[src/rtl/bin_frame_reader.sv]
// bin_frame_reader: raster-scans the 1-bit binary image RAM and streams the
// pixels packed 8 per byte (first-read pixel in bit 7) over valid/ready.
module bin_frame_reader #(
  parameter int IMG_W  = 256,
  parameter int IMG_H  = 256,
  parameter int ADDR_W = 16
) (
  input  logic              rdr_clk,
  input  logic              rdr_rst,
  input  logic              rdr_ctrl,
  output logic [ADDR_W-1:0] pixel_address,
  input  logic              bin_data,
  output logic [7:0]        byte_data,
  output logic              byte_valid,
  input  logic              byte_ready,
  output logic [1:0]        condition_led
);

  localparam int NPIX   = IMG_W * IMG_H;
  localparam int NBYTES = NPIX / 8;
  localparam int BCNT_W = $clog2(NBYTES + 1);
  localparam logic [BCNT_W-1:0] LAST_BYTE = BCNT_W'(NBYTES - 1);

  typedef enum logic [1:0] {
    IDLE  = 2'd0,
    FETCH = 2'd1,
    SEND  = 2'd2,
    DONE  = 2'd3
  } state_t;

  state_t            state, state_nxt;
  logic              ctrl_prev;
  logic              start;
  logic              handshake;
  logic [ADDR_W-1:0] addr, addr_nxt;
  logic [3:0]        phase, phase_nxt;
  logic [7:0]        shreg, shreg_nxt;
  logic [7:0]        data_q, data_nxt;
  logic [BCNT_W-1:0] bcnt, bcnt_nxt;

  assign start     = rdr_ctrl & ~ctrl_prev;
  assign handshake = (state == SEND) & byte_ready;

  // phase 0..7 present addresses base..base+7; phases 1..8 capture the RAM
  // data, which lags the address by one cycle, so the address holds at phase 8.
  always_comb begin
    state_nxt = state;
    addr_nxt  = addr;
    phase_nxt = phase;
    shreg_nxt = shreg;
    data_nxt  = data_q;
    bcnt_nxt  = bcnt;
    case (state)
      IDLE, DONE: begin
        if (start) begin
          state_nxt = FETCH;
          addr_nxt  = '0;
          phase_nxt = 4'd0;
          shreg_nxt = 8'd0;
          bcnt_nxt  = '0;
        end
      end
      FETCH: begin
        phase_nxt = phase + 4'd1;
        if (phase < 4'd7) begin
          addr_nxt = addr + ADDR_W'(1);
        end
        if (phase != 4'd0) begin
          shreg_nxt = {shreg[6:0], bin_data};
        end
        if (phase == 4'd8) begin
          data_nxt  = {shreg[6:0], bin_data};
          phase_nxt = 4'd0;
          state_nxt = SEND;
        end
      end
      SEND: begin
        if (handshake) begin
          if (bcnt == LAST_BYTE) begin
            state_nxt = DONE;
          end else begin
            state_nxt = FETCH;
            addr_nxt  = addr + ADDR_W'(1);
            phase_nxt = 4'd0;
            bcnt_nxt  = bcnt + BCNT_W'(1);
          end
        end
      end
      default: state_nxt = IDLE;
    endcase
  end

  always_ff @(posedge rdr_clk) begin
    if (rdr_rst) begin
      state     <= IDLE;
      ctrl_prev <= 1'b0;
      addr      <= '0;
      phase     <= 4'd0;
      shreg     <= 8'd0;
      data_q    <= 8'd0;
      bcnt      <= '0;
    end else begin
      state     <= state_nxt;
      ctrl_prev <= rdr_ctrl;
      addr      <= addr_nxt;
      phase     <= phase_nxt;
      shreg     <= shreg_nxt;
      data_q    <= data_nxt;
      bcnt      <= bcnt_nxt;
    end
  end

  always_comb begin
    condition_led = 2'b00;
    case (state)
      FETCH, SEND: condition_led = 2'b01;
      DONE:        condition_led = 2'b10;
      default:     condition_led = 2'b00;
    endcase
  end

  assign byte_valid    = (state == SEND);
  assign byte_data     = data_q;
  assign pixel_address = addr;

endmodule

[config.mk]
export PLATFORM = sky130hd
export DESIGN_NAME = bin_frame_reader
export DESIGN_NICKNAME = d
export VERILOG_FILES = /design/src/rtl/bin_frame_reader.sv
export SDC_FILE = /design/constraint.sdc
export NUM_CORES = 1
export LEC_CHECK = 0
export BUFFER_PORTS_ARGS = -buffer_cell sky130_fd_sc_hd__buf_2
export CAP_MARGIN = 15
export CORE_ASPECT_RATIO = 1.4
export CORE_MARGIN = 5
export CORE_UTILIZATION = 40
export DETAILED_ROUTE_END_ITERATION = 7
export GPL_ROUTABILITY_DRIVEN = 0
export PLACE_DENSITY = 0.72
export RECOVER_POWER = 100
export SLEW_MARGIN = 20
export SYNTH_ARGS = -nofsm -noshare
export SYNTH_HDL_FRONTEND = slang
export SYNTH_SLANG_ARGS = --single-unit
[constraint.sdc]
create_clock -name rdr_clk -period 2.2 [get_ports rdr_clk]
set_input_delay 0.22 -clock rdr_clk [delete_from_list [all_inputs] [get_ports rdr_clk]]
set_output_delay 0.22 -clock rdr_clk [all_outputs]
set_load 0.05 [all_outputs]
==> reports/qor.csv <==
metric;value;unit
outcome;complete, no violations;
fillers;638;
cell area power density;748;nW/um2
Tot Pwr;2.30;mW
r2r setup slk;70;ps
fin util;48.9;%
Setup crit end kind;register;
Core Area;6300;um2
FF/Latch Area;1040;um2
# nets final;385;
Setup Skew;13.7;ps
peak supply drop;0.355;mV
actual slew at the worst max-slew pin;656;ps
Final Hold Fails;0;
Top-Level Pins;32;
# H-tree levels;2;
worst r2r src;phase[0];
Worst setup SP type;register;
FMAX;468;MHz
Clock Tree Buf Depth;2;
clk slew on worst S/H paths;100;ps
Worst Reg-to-Reg Cells;6;
hold_sp;rdr_ctrl;
commonest cells after routing, fill and taps aside;dfxtp_1 (50), nand2_1 (41), a21oi_1 (38), clkbuf_1 (27), nand3_1 (24);
Ys Warns;0;
global route total overflow;0;
Data required, critical path;2450;ps
Hold Crit Class;in2reg;
Seq cells post-synth;52;
hold_buf cts;0;
DRC;0;
Hold EP;ctrl_prev;
vias in the first global route;2480;
root buffer cell;clkbuf_8;
cell taking the most area after synthesis;dfxtp_1;
Final setup viols;0;
crit path DAT;2380;ps
DP Area;2980;um2
CTS tree;done;
die outline width;78.2;um
drt initial violations;150;
via count;2621;
WL/cell;15.0;um
Area growth, synth to finish;18.0;%
ANT cells;0;
Clock Latency Late Sink;310;ps
MaxCap Viol Count;0;
Worst Hold Path Cells;2;
Net Count, Synth;341;
commonest non-fill, non-tap cell in the layout;dfxtp_1;
area occupied by multi-input gates;1510;um2
Post-CTS Setup Repair Bufs;0;
Post-synth EDFFs;0;
Rows;34;
Worst R2R End;pixel_address[12];
min Tclk post-route;2130;ps
Total Wirelength;6.70;mm
largest net degree at the start of global routing;50;
TritonRoute pass-1 iters;4;
Port Buffer Count;31;
period utilisation layout;97.0;%
Worst slew margin;56.5;%
Setup CP Type;reg2reg;
Syn Std Cell Area;2610;um2
Syn Inst Count;328;
CTS Buf Count;5;
Post-synth ARST share;0;%
antenna violations before repair;0;
first-pass GRT wire length;11.3;mm
GR Util All Layers;16.4;%
initial cell density of the core;41.4;%
LEAKAGE;1.04;nW
CP Max Fanout;7;
Synth area leaders;dfxtp_1 (40%), a21oi_1 (7.7%), nand2_1 (6.0%);
Pins Over Slew Limit;0;
CTS sink cnt;52;
DIE AREA;8260;um2
sequential share of the synthesized area;39.9;%
Top FF cell, synth;dfxtp_1;
Die Y-Extent;106;um
final non-filler cell area;3080;um2
vias per cell;5.89;
Post-DP HPWL;4.74;mm
Yosys cell types;50;
post-synth top area share;39.9;%
setup TNS;0;ps
ratio of cells with drive above 1 in the final layout;14.5;%
post-route ant nets;0;
Post-Syn Area per Cell;7.95;um2
-- layout make-up --
class,instances,share of cell area (%)
Sequential cell,52,33.9
Clock buffer,5,2.24
Inverter,9,1.10
Timing Repair Buffer,53,9.48
Tap cell,72,2.93
Clock inverter,3,1.38
Multi-Input combinational cell,251,49.0
-- flip-flops by register name, indices dropped and copies added (netlist names) --
name           count
pixel_address     16
bcnt              14
state              2
ctrl_prev          1
shreg              7
phase              4
byte_data          8
-- power by group --
| group | internal, mW | switching, mW |
|---|---|---|
| clock network | 0.337 | 0.312 |
| registers | 0.964 | 0.0187 |
| logic | 0.239 | 0.430 |
| total | 1.54 | 0.761 |
-- critical path: stages (launching register included) --
cell	delay (ps)
dfxtp_2	340
ha_2	190
a21o_1	190
and2_4	160
or4_4	530
or4b_4	540
a21oi_2	140
-- how the worst max path moves through the flow --
stage / startpoint / to / slack (ps) / cells after the start
3_5_place_dp: phase[0] / pixel_address[14] / -70 / 6
6_report: phase[0] / pixel_address[12] / 70 / 6
5_1_grt: state[0] / pixel_address[12] / -4 / 7
4_1_cts: phase[0] / pixel_address[14] / 20 / 6
3_3_place_gp: phase[0] / pixel_address[12] / 5 / 6
2_1_floorplan: phase[0] / pixel_address[14] / 50 / 7
-- per-stage QoR --
step | worst slack, ps | instances | hold WS, ps
floorplan | 45.7 | 328 | 348
global placement | 5.14 | 437 | 440
detailed placement | -70.1 | 437 | 446
CTS | 19.9 | 445 | 137
global route | -3.74 | 445 | 168
finish | 65.0 | 445 | 138
-- synth_stat cells, types with 2 or more instances --
| library cell | instances |
|---|---|
| a211o_1 | 3 |
| a211oi_1 | 2 |
| a21o_1 | 4 |
| a21oi_1 | 40 |
| a221oi_1 | 2 |
| a22oi_1 | 2 |
| a311oi_1 | 2 |
| a31o_2 | 2 |
| a31oi_1 | 10 |
| and3_1 | 4 |
| clkbuf_1 | 13 |
| dfxtp_1 | 52 |
| ha_1 | 8 |
| inv_1 | 9 |
| nand2_1 | 42 |
| nand3_1 | 24 |
| nand3b_1 | 5 |
| nand4_1 | 6 |
| nand4b_1 | 3 |
| nor2_1 | 20 |
| nor2b_1 | 2 |
| nor3_1 | 7 |
| nor4_1 | 6 |
| o211ai_1 | 4 |
| o21ai_0 | 22 |
| o41ai_1 | 2 |
| or4_1 | 9 |
-- layer usage --
metal | global-route usage, % | vias up | part of all wire [%]
met3 | 3.24 | 19 | 4.5
met4 | 6.50 | 0 | 3.1
li1 | - | 1310 | -
met5 | 0 | - | 0
met2 | 28.2 | 75 | 50
met1 | 20.1 | 1217 | 42
-- logic make-up (layout without fill, tap and decap cells) --
group | count (synthesis) | count (layout) | share of synthesized area [%]
AND/OR/NAND/NOR | 140 | 140 | 28.2
AO/OA/AOI/OAI | 102 | 102 | 23.8
flip-flops | 52 | 52 | 39.9
buffers and inverters | 25 | 70 | 3.84
adder cells (fa/ha/maj) | 8 | 8 | 3.84
multiplexers | 1 | 1 | 0.384
-- repair_timing --
item / 4_1_cts / 5_1_grt
endpoints found under the setup margin: 3 / 4
pin swaps: 0 / 1
resized for setup: 1 / 8
No activity file was read; power rests on OpenSTA's default activity.
